<file path="src/rtl/cpu_pkg.sv">
// Shared encodings for the multi-cycle CPU control path.
//   - 5-bit opcodes (IR[31:27]); anything not listed here decodes as nop
//   - 4-bit sequencer state encodings (T0..T7 reuse the legacy bench values)
//   - one-hot instruction class and ALU op select produced by op_class_decode
//   - ctrl_t: the full control-strobe bundle driven into the datapath
package cpu_pkg;

  localparam int unsigned OP_W    = 5;
  localparam int unsigned STATE_W = 4;

  // Opcodes
  localparam logic [OP_W-1:0] OP_LD   = 5'b00000;
  localparam logic [OP_W-1:0] OP_LDI  = 5'b00001;
  localparam logic [OP_W-1:0] OP_ST   = 5'b00010;
  localparam logic [OP_W-1:0] OP_ADD  = 5'b00011;
  localparam logic [OP_W-1:0] OP_SUB  = 5'b00100;
  localparam logic [OP_W-1:0] OP_AND  = 5'b00101;
  localparam logic [OP_W-1:0] OP_OR   = 5'b00110;
  localparam logic [OP_W-1:0] OP_ADDI = 5'b01011;
  localparam logic [OP_W-1:0] OP_ANDI = 5'b01100;
  localparam logic [OP_W-1:0] OP_ORI  = 5'b01101;
  localparam logic [OP_W-1:0] OP_MUL  = 5'b01110;
  localparam logic [OP_W-1:0] OP_DIV  = 5'b01111;
  localparam logic [OP_W-1:0] OP_BR   = 5'b10010;
  localparam logic [OP_W-1:0] OP_NOP  = 5'b11001;
  localparam logic [OP_W-1:0] OP_HALT = 5'b11010;

  // Sequencer states; T0..T7 are contiguous so a range check identifies them
  localparam logic [STATE_W-1:0] S_RST  = 4'b0000;
  localparam logic [STATE_W-1:0] S_T0   = 4'b0111;
  localparam logic [STATE_W-1:0] S_T1   = 4'b1000;
  localparam logic [STATE_W-1:0] S_T2   = 4'b1001;
  localparam logic [STATE_W-1:0] S_T3   = 4'b1010;
  localparam logic [STATE_W-1:0] S_T4   = 4'b1011;
  localparam logic [STATE_W-1:0] S_T5   = 4'b1100;
  localparam logic [STATE_W-1:0] S_T6   = 4'b1101;
  localparam logic [STATE_W-1:0] S_T7   = 4'b1110;
  localparam logic [STATE_W-1:0] S_HALT = 4'b1111;

  // ALU operation requested by an instruction
  typedef enum logic [2:0] {
    ALU_NONE = 3'd0,
    ALU_ADD  = 3'd1,
    ALU_SUB  = 3'd2,
    ALU_MUL  = 3'd3,
    ALU_DIV  = 3'd4,
    ALU_AND  = 3'd5,
    ALU_OR   = 3'd6
  } alu_sel_e;

  // One-hot instruction class
  typedef struct packed {
    logic alu_r;
    logic alu_i;
    logic muldiv;
    logic ldi;
    logic ld;
    logic st;
    logic br;
    logic nop;
    logic halt;
  } op_class_t;

  // Complete control-strobe bundle toward the datapath
  typedef struct packed {
    logic run;
    // register-transfer (bus drive)
    logic pc_out;
    logic zlow_out;
    logic zhigh_out;
    logic mdr_out;
    logic c_out;
    logic ba_out;
    logic r_out;
    logic lo_out;
    logic hi_out;
    logic in_port_out;
    // register loads
    logic mar_in;
    logic pc_in;
    logic mdr_in;
    logic ir_in;
    logic y_in;
    logic z_in;
    logic hi_in;
    logic lo_in;
    logic c_in;
    logic in_in;
    logic out_in;
    logic con_in;
    logic r_in;
    // register-field selects
    logic gra;
    logic grb;
    logic grc;
    // memory
    logic inc_pc;
    logic read;
    logic write;
    // ALU op strobes (one-hot or zero)
    logic add;
    logic subtract;
    logic multiply;
    logic divide;
    logic and_op;
    logic or_op;
  } ctrl_t;

  // Raise exactly one ALU strobe for the selected op; ALU_NONE leaves all low
  function automatic ctrl_t with_alu(input ctrl_t c, input alu_sel_e sel);
    ctrl_t r;
    r = c;
    case (sel)
      ALU_ADD: r.add      = 1'b1;
      ALU_SUB: r.subtract = 1'b1;
      ALU_MUL: r.multiply = 1'b1;
      ALU_DIV: r.divide   = 1'b1;
      ALU_AND: r.and_op   = 1'b1;
      ALU_OR:  r.or_op    = 1'b1;
      default: r          = c;
    endcase
    return r;
  endfunction

endpackage

</file>
<file path="src/rtl/op_class_decode.sv">
// Combinational opcode classifier.
//   ir_op_i    : IR[31:27]
//   op_class_o : one-hot instruction class (undefined opcodes -> nop)
//   alu_sel_o  : ALU operation the instruction's execute step needs
module op_class_decode
  import cpu_pkg::*;
(
  input  logic [OP_W-1:0] ir_op_i,
  output op_class_t       op_class_o,
  output alu_sel_e        alu_sel_o
);

  // Opcode -> class / ALU op; default path treats unknown opcodes as nop
  always_comb begin
    op_class_o = '0;
    alu_sel_o  = ALU_NONE;
    case (ir_op_i)
      OP_LD:   begin op_class_o.ld     = 1'b1; alu_sel_o = ALU_ADD; end
      OP_LDI:  begin op_class_o.ldi    = 1'b1; alu_sel_o = ALU_ADD; end
      OP_ST:   begin op_class_o.st     = 1'b1; alu_sel_o = ALU_ADD; end
      OP_ADD:  begin op_class_o.alu_r  = 1'b1; alu_sel_o = ALU_ADD; end
      OP_SUB:  begin op_class_o.alu_r  = 1'b1; alu_sel_o = ALU_SUB; end
      OP_AND:  begin op_class_o.alu_r  = 1'b1; alu_sel_o = ALU_AND; end
      OP_OR:   begin op_class_o.alu_r  = 1'b1; alu_sel_o = ALU_OR;  end
      OP_ADDI: begin op_class_o.alu_i  = 1'b1; alu_sel_o = ALU_ADD; end
      OP_ANDI: begin op_class_o.alu_i  = 1'b1; alu_sel_o = ALU_AND; end
      OP_ORI:  begin op_class_o.alu_i  = 1'b1; alu_sel_o = ALU_OR;  end
      OP_MUL:  begin op_class_o.muldiv = 1'b1; alu_sel_o = ALU_MUL; end
      OP_DIV:  begin op_class_o.muldiv = 1'b1; alu_sel_o = ALU_DIV; end
      OP_BR:   begin op_class_o.br     = 1'b1; alu_sel_o = ALU_ADD; end
      OP_HALT: op_class_o.halt = 1'b1;
      OP_NOP:  op_class_o.nop  = 1'b1;
      default: op_class_o.nop  = 1'b1;
    endcase
  end

endmodule

</file>
<file path="src/rtl/control_unit.sv">
// Multi-cycle control sequencer for the datapath.
// Steps T0..T7 once per clock, fetching in T0..T2 and executing per the
// instruction class decoded from ir_op. Strobes are a Moore decode of the
// state register and ir_op; PCIn in branch T6 is additionally gated by CON_FF.
//   clk, clr (async active-low reset)
//   ir_op  : IR[31:27]; in T2 this is the IR input path (value being loaded)
//   CON_FF : branch condition from the datapath
//   run    : high in T0..T7, low in reset and after HALT
//   all other outputs: datapath control strobes, matched one-to-one by name
module control_unit
  import cpu_pkg::*;
(
  input  logic            clk,
  input  logic            clr,
  input  logic [OP_W-1:0] ir_op,
  input  logic            CON_FF,
  output logic            run,
  output logic            PCout,
  output logic            Zlowout,
  output logic            Zhighout,
  output logic            MDRout,
  output logic            Cout,
  output logic            BAout,
  output logic            Rout,
  output logic            LOout,
  output logic            HIout,
  output logic            IN_Portout,
  output logic            MARIn,
  output logic            PCIn,
  output logic            MDRIn,
  output logic            IRIn,
  output logic            YIn,
  output logic            ZIn,
  output logic            HiIn,
  output logic            LoIn,
  output logic            CIn,
  output logic            InIn,
  output logic            OutIn,
  output logic            CONIn,
  output logic            RIn,
  output logic            Gra,
  output logic            Grb,
  output logic            Grc,
  output logic            IncPC,
  output logic            read,
  output logic            write,
  output logic            add,
  output logic            subtract,
  output logic            multiply,
  output logic            divide,
  output logic            and_op,
  output logic            or_op
);

  logic [STATE_W-1:0] state_q;
  logic [STATE_W-1:0] state_d;
  op_class_t          op_class;
  alu_sel_e           alu_sel;
  ctrl_t              ctrl;
  logic               in_t_state;

  op_class_decode u_decode (
    .ir_op_i    (ir_op),
    .op_class_o (op_class),
    .alu_sel_o  (alu_sel)
  );

  // State register
  always_ff @(posedge clk or negedge clr) begin
    if (!clr) begin
      state_q <= S_RST;
    end else begin
      state_q <= state_d;
    end
  end

  // Next-state: fetch is common; exit point depends on instruction class
  always_comb begin
    state_d = state_q;
    case (state_q)
      S_RST: state_d = S_T0;
      S_T0:  state_d = S_T1;
      S_T1:  state_d = S_T2;
      S_T2: begin
        if (op_class.halt) begin
          state_d = S_HALT;
        end else if (op_class.nop) begin
          state_d = S_T0;
        end else begin
          state_d = S_T3;
        end
      end
      S_T3: state_d = S_T4;
      S_T4: state_d = S_T5;
      S_T5: begin
        if (op_class.muldiv || op_class.br || op_class.ld || op_class.st) begin
          state_d = S_T6;
        end else begin
          state_d = S_T0;
        end
      end
      S_T6: begin
        if (op_class.ld || op_class.st) begin
          state_d = S_T7;
        end else begin
          state_d = S_T0;
        end
      end
      S_T7:   state_d = S_T0;
      S_HALT: state_d = S_HALT;
      default: state_d = S_RST;
    endcase
  end

  assign in_t_state = (state_q >= S_T0) && (state_q <= S_T7);

  // Strobe decode per state and class; everything not raised stays 0
  always_comb begin
    ctrl     = '0;
    ctrl.run = in_t_state;
    case (state_q)
      S_T0: begin
        ctrl.pc_out = 1'b1;
        ctrl.mar_in = 1'b1;
        ctrl.inc_pc = 1'b1;
        ctrl.z_in   = 1'b1;
      end
      S_T1: begin
        ctrl.zlow_out = 1'b1;
        ctrl.pc_in    = 1'b1;
        ctrl.read     = 1'b1;
        ctrl.mdr_in   = 1'b1;
      end
      S_T2: begin
        ctrl.mdr_out = 1'b1;
        ctrl.ir_in   = 1'b1;
      end
      S_T3: begin
        if (op_class.alu_r || op_class.alu_i) begin
          ctrl.grb   = 1'b1;
          ctrl.r_out = 1'b1;
          ctrl.y_in  = 1'b1;
        end else if (op_class.muldiv) begin
          ctrl.gra   = 1'b1;
          ctrl.r_out = 1'b1;
          ctrl.y_in  = 1'b1;
        end else if (op_class.ldi || op_class.ld || op_class.st) begin
          // Base address: R[rb], or 0 when rb is r0 (handled by BAout)
          ctrl.grb    = 1'b1;
          ctrl.ba_out = 1'b1;
          ctrl.y_in   = 1'b1;
        end else if (op_class.br) begin
          ctrl.gra    = 1'b1;
          ctrl.r_out  = 1'b1;
          ctrl.con_in = 1'b1;
        end
      end
      S_T4: begin
        if (op_class.alu_r) begin
          ctrl.grc   = 1'b1;
          ctrl.r_out = 1'b1;
          ctrl.z_in  = 1'b1;
          ctrl       = with_alu(ctrl, alu_sel);
        end else if (op_class.alu_i) begin
          ctrl.c_out = 1'b1;
          ctrl.z_in  = 1'b1;
          ctrl       = with_alu(ctrl, alu_sel);
        end else if (op_class.muldiv) begin
          ctrl.grb   = 1'b1;
          ctrl.r_out = 1'b1;
          ctrl.z_in  = 1'b1;
          ctrl       = with_alu(ctrl, alu_sel);
        end else if (op_class.ldi || op_class.ld || op_class.st) begin
          ctrl.c_out = 1'b1;
          ctrl.z_in  = 1'b1;
          ctrl       = with_alu(ctrl, ALU_ADD);
        end else if (op_class.br) begin
          ctrl.pc_out = 1'b1;
          ctrl.y_in   = 1'b1;
        end
      end
      S_T5: begin
        if (op_class.alu_r || op_class.alu_i || op_class.ldi) begin
          ctrl.zlow_out = 1'b1;
          ctrl.gra      = 1'b1;
          ctrl.r_in     = 1'b1;
        end else if (op_class.muldiv) begin
          ctrl.zlow_out = 1'b1;
          ctrl.lo_in    = 1'b1;
        end else if (op_class.ld || op_class.st) begin
          ctrl.zlow_out = 1'b1;
          ctrl.mar_in   = 1'b1;
        end else if (op_class.br) begin
          // Branch target = PC + C
          ctrl.c_out = 1'b1;
          ctrl.z_in  = 1'b1;
          ctrl       = with_alu(ctrl, ALU_ADD);
        end
      end
      S_T6: begin
        if (op_class.muldiv) begin
          ctrl.zhigh_out = 1'b1;
          ctrl.hi_in     = 1'b1;
        end else if (op_class.ld) begin
          ctrl.read   = 1'b1;
          ctrl.mdr_in = 1'b1;
        end else if (op_class.st) begin
          ctrl.gra    = 1'b1;
          ctrl.r_out  = 1'b1;
          ctrl.mdr_in = 1'b1;
        end else if (op_class.br) begin
          // Target always on the bus; PC only loads when the condition holds
          ctrl.zlow_out = 1'b1;
          ctrl.pc_in    = CON_FF;
        end
      end
      S_T7: begin
        if (op_class.ld) begin
          ctrl.mdr_out = 1'b1;
          ctrl.gra     = 1'b1;
          ctrl.r_in    = 1'b1;
        end else if (op_class.st) begin
          ctrl.write = 1'b1;
        end
      end
      default: ctrl.run = 1'b0;
    endcase
  end

  // Port mapping
  assign run        = ctrl.run;
  assign PCout      = ctrl.pc_out;
  assign Zlowout    = ctrl.zlow_out;
  assign Zhighout   = ctrl.zhigh_out;
  assign MDRout     = ctrl.mdr_out;
  assign Cout       = ctrl.c_out;
  assign BAout      = ctrl.ba_out;
  assign Rout       = ctrl.r_out;
  assign LOout      = ctrl.lo_out;
  assign HIout      = ctrl.hi_out;
  assign IN_Portout = ctrl.in_port_out;
  assign MARIn      = ctrl.mar_in;
  assign PCIn       = ctrl.pc_in;
  assign MDRIn      = ctrl.mdr_in;
  assign IRIn       = ctrl.ir_in;
  assign YIn        = ctrl.y_in;
  assign ZIn        = ctrl.z_in;
  assign HiIn       = ctrl.hi_in;
  assign LoIn       = ctrl.lo_in;
  assign CIn        = ctrl.c_in;
  assign InIn       = ctrl.in_in;
  assign OutIn      = ctrl.out_in;
  assign CONIn      = ctrl.con_in;
  assign RIn        = ctrl.r_in;
  assign Gra        = ctrl.gra;
  assign Grb        = ctrl.grb;
  assign Grc        = ctrl.grc;
  assign IncPC      = ctrl.inc_pc;
  assign read       = ctrl.read;
  assign write      = ctrl.write;
  assign add        = ctrl.add;
  assign subtract   = ctrl.subtract;
  assign multiply   = ctrl.multiply;
  assign divide     = ctrl.divide;
  assign and_op     = ctrl.and_op;
  assign or_op      = ctrl.or_op;

endmodule

</file>
<file path="config.mk">
export PLATFORM = sky130hd
export DESIGN_NAME = control_unit
export DESIGN_NICKNAME = d
export VERILOG_FILES = /design/src/rtl/cpu_pkg.sv /design/src/rtl/op_class_decode.sv /design/src/rtl/control_unit.sv
export SDC_FILE = /design/constraint.sdc
export NUM_CORES = 1
export LEC_CHECK = 0
export CORE_AREA = 2 2 49 51
export CTS_CLUSTER_SIZE = 10
export DETAILED_ROUTE_END_ITERATION = 8
export DIE_AREA = 0 0 51 53
export DONT_BUFFER_PORTS = 1
export PLACE_DENSITY = 0.74
export RECOVER_POWER = 50
export SYNTH_ARGS = -nofsm -noshare
export SYNTH_HDL_FRONTEND = slang
export SYNTH_HIERARCHICAL = 1
export SYNTH_SLANG_ARGS = --single-unit
</file>
<file path="constraint.sdc">
create_clock -name clk -period 2.45 [get_ports clk]
set_input_delay 0.3675 -clock clk [delete_from_list [all_inputs] [get_ports clk]]
set_output_delay 0.3675 -clock clk [all_outputs]
set_load 0.1 [all_outputs]
</file>
; ---- Yosys cells after proc, flatten, opt, wreduce, memory -nomap -nowiden
; Index checks and enable logic that the tools add are counted.
[op_classes]
n_lt_le_gt_ge = 2
eq_ne = 28
n_mux = 98
n_reduce_logical = 20
[op_table]
columns = operator, n
row1 = two-way mux 36 bit, 4
row2 = two-way mux 35 bit, 3
row3 = two-way mux 1 bit, 45
row4 = one-hot mux 1 bit (3 select lines), 14
row5 = two-way mux 20 bit, 2
row6 = one-hot mux 4 bit (9 select lines), 1
row7 = equality test 4 bit (second input constant), 8
row8 = two-way mux 31 bit, 1
row9 = equality test 5 x 4 -> 1 bit (second input constant), 5
row10 = two-way mux 24 bit, 1
row11 = one-hot mux 3 bit (6 select lines), 1
row12 = two-way mux 17 bit, 1
row13 = two-way mux 4 bit, 4
row14 = one-hot mux 1 bit (4 select lines), 4
row15 = equality test 5 x 3 -> 1 bit (second input constant), 3
row16 = two-way mux 15 bit, 1
row17 = OR reduction 14 bit, 1
row18 = two-way mux 2 bit, 6
row19 = one-hot mux 6 bit (2 select lines), 1
row20 = OR reduction 6 bit, 2
row21 = two-way mux 11 bit, 1
row22 = equality test 5 x 2 -> 1 bit (second input constant), 2
row23 = equality test 5 bit (second input constant), 2
row24 = two-way mux 10 bit, 1
row25 = other kinds (20), 34
[word_totals]
register_bits = 4
in_bits = 8
output_inout_bits = 36

; ---- Depth between registers and ports, before layout
; Gate-level depths: netlist (run 1).
[logic_depth]
word_depth = 11
depth_mapped = 8

; ---- Cells and area by module
; The synthesis (run 1) kept the hierarchy.
[modules_own_cells]
columns = mod, instances, cells_per_inst, area_each_um2, seq_area_each_um2
row1 = control_unit, 1, 124, 892.1, 100.1
row2 = op_class_decode, 1, 39, 236.5, 0.0

; ---- Least setup slack after synthesis (run 1)
; No wires, ideal clock.
[synth_timing]
path_kind = input to output
start = in ir_op[2]
end = out LoIn
arrival_time_ns = 4.135
t_required_ns = 2.082
setup_slack_ns = -2.052
stages = 5
cell_sequence = buf_6 > mux2i_1 > and3_1 > nor2_1 > nor4b_1
[synth_lines]
columns = item, line_no
row1 = from (decl), control_unit.sv:15  ; input logic [OP_W-1:0] ir_op,
row2 = to (decl), control_unit.sv:35  ; output logic LoIn,

==> results.ini, run 1 <==
[logic_synthesis]
yosysSeqAreaShare=0.08869
synth_warnings=6
yosys.area.top_type=dfrtp_1
synthesis.area_um2=1129
synth-edff-count=0
async_flop_share=1.000
ys.flop_type=dfrtp_1
synth-seq-cells=4
synth_top_area_frac=0.08869
synthTopCellsByArea=dfrtp_1 8.9%, buf_4 6.0%, nor3_1 5.8%, nor2_1 5.3%, buf_2 4.0%
yosysUniqueCellTypes=61
syn_inst=163
avgSynthCellArea_um2=6.924

[clock_network]
postCtsSetupBuffers=0
clock_latency_ps=240
cts_tree=done
h-tree-depth=1
path_clk_slew_ps=40
cts.sinks=4
clock_path_buffers=2
cts_buffers=3
cts-root-buf=clkbuf_4

[floorplan]
core_area_um2=2148
io_pins=44
fp.dieH_um=53
initial_core_util=0.5253
die_w_um=51
rows=17
die-area_um2=2703

[place]
io_buffers=0
place_congestion=0.9730
dp_slack_ps=-43.26
hpwl_um=3832

[sta]
clock.fmax_ghz=0.4080
period_share=1.000
hold_viol_final=0
fin_ws_ps=-0.9228
fin_skew_ps=2.692
period_needed_ps=2451
grt_setup_unrepaired=true
max_slew_margin=0.6343
setup_viol=1
hold-worst-slack_ps=415.1
maxSlewViolCount=0
tightestPinTransition_ps=550.9

[setup_path]
worstPathCellList=or3_4 > nor3_4 > buf_6 > nor3_4 > o21ai_0 > a32o_2 > buf_12
arrival_ps=2080
slowest_stage=or3_4
start_kind=input port
crit_buf_inv=2
endpoint_kind=output pin
required_ps=2080
critPathMaxFanout=10
critPathMostFrequentCell=nor3_4
max_stage_delay_ps=410
cp_top_family=simple AND/OR/NAND/NOR gates
crit_type=input port to output pin

[finish]
final_cell_mix=20 x buf_12, 16 x buf_4, 8 x nor2_1, 8 x nor2_4, 8 x nand2_1
syn_to_final_growth_pct=76.28
num-fill-cells=69
largest_reg_flops=4
nNetsFinal=203
layout_commonest_cell=buf_12
regMostFlops=state_q
final_layout_size_suffix_gt1_frac=0.4922
reg_top3=state_q: 4 flops
n_antenna_cell=0

[global_routing]
grt_pass1_wl_um=8625
overflow=0
grt_pass1_vias=1582
grtUsageTotal=0.4361
grt_max_degree=16
antenna_found_initial=0

[detailed_routing]
wire_per_inst_um=26.71
drt-initial-drc-count=156
routed_wl_um=5904
drc=0
final_antenna_net_count=0
via_count=1685
viasPerCell=7.624
dr.pass1.iters=9

[power]
powerDensity_nw_per_um2=680.7
power_leakage_uw=0.0007767
ir_worst_vdd_v=0.0009703

[status]
violations=negative setup slack
status=finished with violations

[min_path]
hold_path_class=input port to asynchronous set/reset pin

[flow_run]
drv_cap=0

==> area by class of cell <==
| class | count | area (um^2) | area share |
|---|---|---|---|
| Sequential cell | 4 | 101.3 | 0.05094 |
| Tap cell | 28 | 35.03 | 0.01761 |
| Clock buffer | 3 | 22.52 | 0.01132 |
| Inverter | 9 | 37.54 | 0.01887 |
| Timing Repair Buffer | 43 | 588.1 | 0.2956 |
| Multi-Input combinational cell | 134 | 1205 | 0.6057 |
==> repair_timing <==
item                                    in CTS  in global routing
endpoints found under the hold margin        4                  0
resized for setup                            1                  4
hold buffers                                 1                  0
endpoints found under the setup margin       3                 10
==> cells in the mapped netlist (2+ instances only) <==
cell type and n:
nor4bb_1 2, o21ai_0 5, or3_4 2, o21ai_1 4
or2_2 2, nor4_1 2, dfrtp_1 4, buf_4 9
buf_6 3, o41ai_2 2, buf_2 9, a41oi_1 2
nor2_1 16, nor2b_1 4, nor3b_1 4, a21boi_0 2
inv_1 8, nand2b_1 6, a21oi_1 7, nand3_1 7
nand2_1 9, or3_1 2, or4_1 2, nor3_1 13
==> stage by stage <==
step	instances	area [um^2]	total power, uW	utilization	setup TNS (ps)
floorplan	168	1526	972.1	-	-3139
global placement	217	1986	1165	0.9243	0
detailed placement	217	1986	1222	0.9243	-84.79
CTS	221	2023	1312	0.9418	0
global route	221	1989	1376	0.9260	-56.16
finish	221	1989	1354	0.9260	-0.9228
==> final timing paths <==
kind | from | endpoint | slack (ps) | depth (start not counted)
max in group asynchronous | clr | state_q[3] | 1830 | 1
hold / removal | clr | state_q[1] | 420 | 1
setup reg to reg | state_q[1] | state_q[3] | 720 | 4
setup / recovery | ir_op[2] | Grb | -0.9 | 7
hold reg to reg | state_q[3] | state_q[2] | 680 | 1
min in group clk | ir_op[0] | state_q[3] | 640 | 4
==> per-layer routing <==
layer	routed length (um)	track usage	up-vias
met5	0	0	-
met4	444	0.2387	0
met3	772	0.07627	61
met2	2714	0.7446	212
met1	1972	0.5172	761
li1	-	-	651
==> where the power goes <==
group          switching, uW  total (uW)  internal [uW]
Clock                   30.0        85.0           55.0
Combinational            773        1100            325
Sequential              76.9         171           94.2
Total                    880        1350            474
==> cell families after synthesis <==
group                  count (synthesis)  share of synthesized area
AO/OA/AOI/OAI                         39                     0.2605
XOR/XNOR                               2                    0.01552
buffers and inverters                 30                     0.1596
flip-flops                             4                    0.08870
multiplexers                           1                   0.008870
other                                  1                   0.003323
AND/OR/NAND/NOR                       86                     0.4634
No activity file was read; power rests on OpenSTA's default activity.
==> inputs of run 2 (changes only) <==
Settings changed: CORE_AREA 2 2 49 51 to 2 2 65 67, DIE_AREA 0 0 51 53 to 0 0 67 69, PLACE_DENSITY 0.74 to 0.49.
Clock period 2.45 ns to 2.8 ns, I/O delays scaled along.
==> results.ini, run 2 (same netlist as run 1, synthesis figures left out) <==
[status]
status=finished clean

[finish]
final_cell_mix=19 x buf_12, 14 x buf_4, 11 x nor2_1
largest_reg_flops=4  ; unchanged
layout_commonest_cell=buf_12
regMostFlops=state_q
num-fill-cells=409  ; +490%
seqCellArea_um2=100.1  ; -1.2%
syn_to_final_growth_pct=65.52
final_layout_size_suffix_gt1_frac=0.4145  ; -0.07772
reg_top3=state_q: 4 flops
multi_input_area_um2=1064  ; -12%
nNetsFinal=203  ; unchanged
n_antenna_cell=0  ; unchanged
final_cells=243  ; +10%

[power]
ir_worst_vdd_v=0.0004755  ; -51%
total_power_uw=1053  ; -22%
powerDensity_nw_per_um2=563.6  ; -17%
power_leakage_uw=0.0007407  ; -4.6%

[flow_run]
drv_cap=0  ; unchanged

[sta]
max_slew_margin=0.5904  ; -0.04387
period_share=0.9351
grt_setup_unrepaired=false
hold_viol_final=0  ; unchanged
fin_skew_ps=1.499  ; -1.194 ps
maxSlewViolCount=0  ; unchanged
hold-worst-slack_ps=476.1  ; +60.99 ps
period_needed_ps=2618
clock.fmax_ghz=0.3819
setup_viol=0  ; -1
tightestPinTransition_ps=609.6  ; +58.78 ps

[detailed_routing]
via_count=1322  ; -22%
drt-initial-drc-count=63  ; -60%
routed_wl_um=3703  ; -37%
viasPerCell=5.440  ; -29%
final_antenna_net_count=0  ; unchanged
drc=0  ; unchanged
dr.pass1.iters=4  ; -5
wire_per_inst_um=15.24  ; -43%

[setup_path]
critPathMostFrequentCell=inv_1
start_kind=input port
worstPathCellList=inv_1 > nand2_1 > nor2_1 > buf_4 > inv_1 > nor3_1 > buf_2
arrival_ps=2200  ; +120 ps
critPathMaxFanout=10  ; unchanged
cp_top_family=buffers and inverters
rr_worst_depth=3  ; -1
endpoint_kind=output pin
cp.depth=7  ; unchanged
max_stage_delay_ps=540  ; +130 ps
crit_buf_inv=4  ; +2
slowest_stage=nor3_1
crit_type=input port to output pin
required_ps=2380  ; +300 ps

[floorplan]
die-area_um2=4623  ; +71%
rows=23  ; +6
core_area_um2=3914  ; +82%
io_pins=44  ; unchanged
fp.dieH_um=69  ; +30%
initial_core_util=0.2884  ; -0.2370
die_w_um=67  ; +31%

[global_routing]
grt_pass1_vias=1304  ; -18%
overflow=0  ; unchanged
antenna_found_initial=0  ; unchanged
grt_pass1_wl_um=6113  ; -29%
grtUsageTotal=0.1624  ; -0.2738
grt_max_degree=20  ; +4

[place]
place_congestion=0.7928  ; -19%
hpwl_um=2999  ; -22%
io_buffers=0  ; unchanged
dp_cells=239  ; +10%

[clock_network]
path_clk_slew_ps=30  ; about the same
cts.sinks=4  ; unchanged
cts_buffers=3  ; unchanged
cts_tree=done
h-tree-depth=1  ; unchanged
cts-root-buf=clkbuf_8
clock_path_buffers=2  ; unchanged
clock_latency_ps=220  ; -20 ps

[min_path]
hold_path_class=input port to asynchronous set/reset pin

==> run 2: cell count changes in the layout (fill, tap and decap cells not counted), sizes merged <==
cell / previous run / this run
buf: 39 / 35
clkbuf: 6 / 10
==> run 2: layout make-up <==
| cell class | count | share of cell area |
|---|---|---|
| inverters | 9 | 0.02009 |
| multi-input cells | 134 | 0.5693 |
| repair buffers | 43 | 0.3014 |
| flip-flops and latches | 4 | 0.05358 |
| clock buffers | 3 | 0.02210 |
| well taps | 50 | 0.03349 |
==> run 2: what timing repair did <==
| action | 4_1_cts | 5_1_grt |
|---|---|---|
| endpoints found under the hold margin | 4 | 0 |
| buffers inserted | 0 | 0 |
| hold buffers | 1 | 0 |
| resized for setup | 0 | 0 |
==> run 2: per-layer routing <==
layer	up-vias	wire length, um	track usage
li1	647	-	-
met1	640	1676	0.2242
met2	33	1860	0.2673
met3	2	158	0.02121
met4	0	7	0.03175
met5	-	0	0
==> run 2: through the flow <==
step	cell area [um^2]	setup TNS (ps)	util	setup WS [ps]
after floorplan	1384	-2319	-	-394.9
after global placement	1899	0	0.4853	269.0
after detailed placement	1899	0	0.4853	134.1
after CTS	1951	0	0.4984	142.0
after global routing	1868	0	0.4773	71.73
final	1868	0	0.4773	181.8
==> run 2: final timing paths <==
kind                       slack, ps          to        from
max                              180    Zhighout    ir_op[4]
min                              480  state_q[1]         clr
max reg2reg                     1310  state_q[1]  state_q[2]
min reg2reg                      740  state_q[2]  state_q[3]
max in group asynchronous       2160  state_q[3]         clr
min in group clk                 610  state_q[3]    ir_op[0]
==> run 2: power breakdown <==
group	switching [uW]	internal, uW
sequential	76.1	81.1
combinational	541	234
clock	28.8	91.5
total	646	407
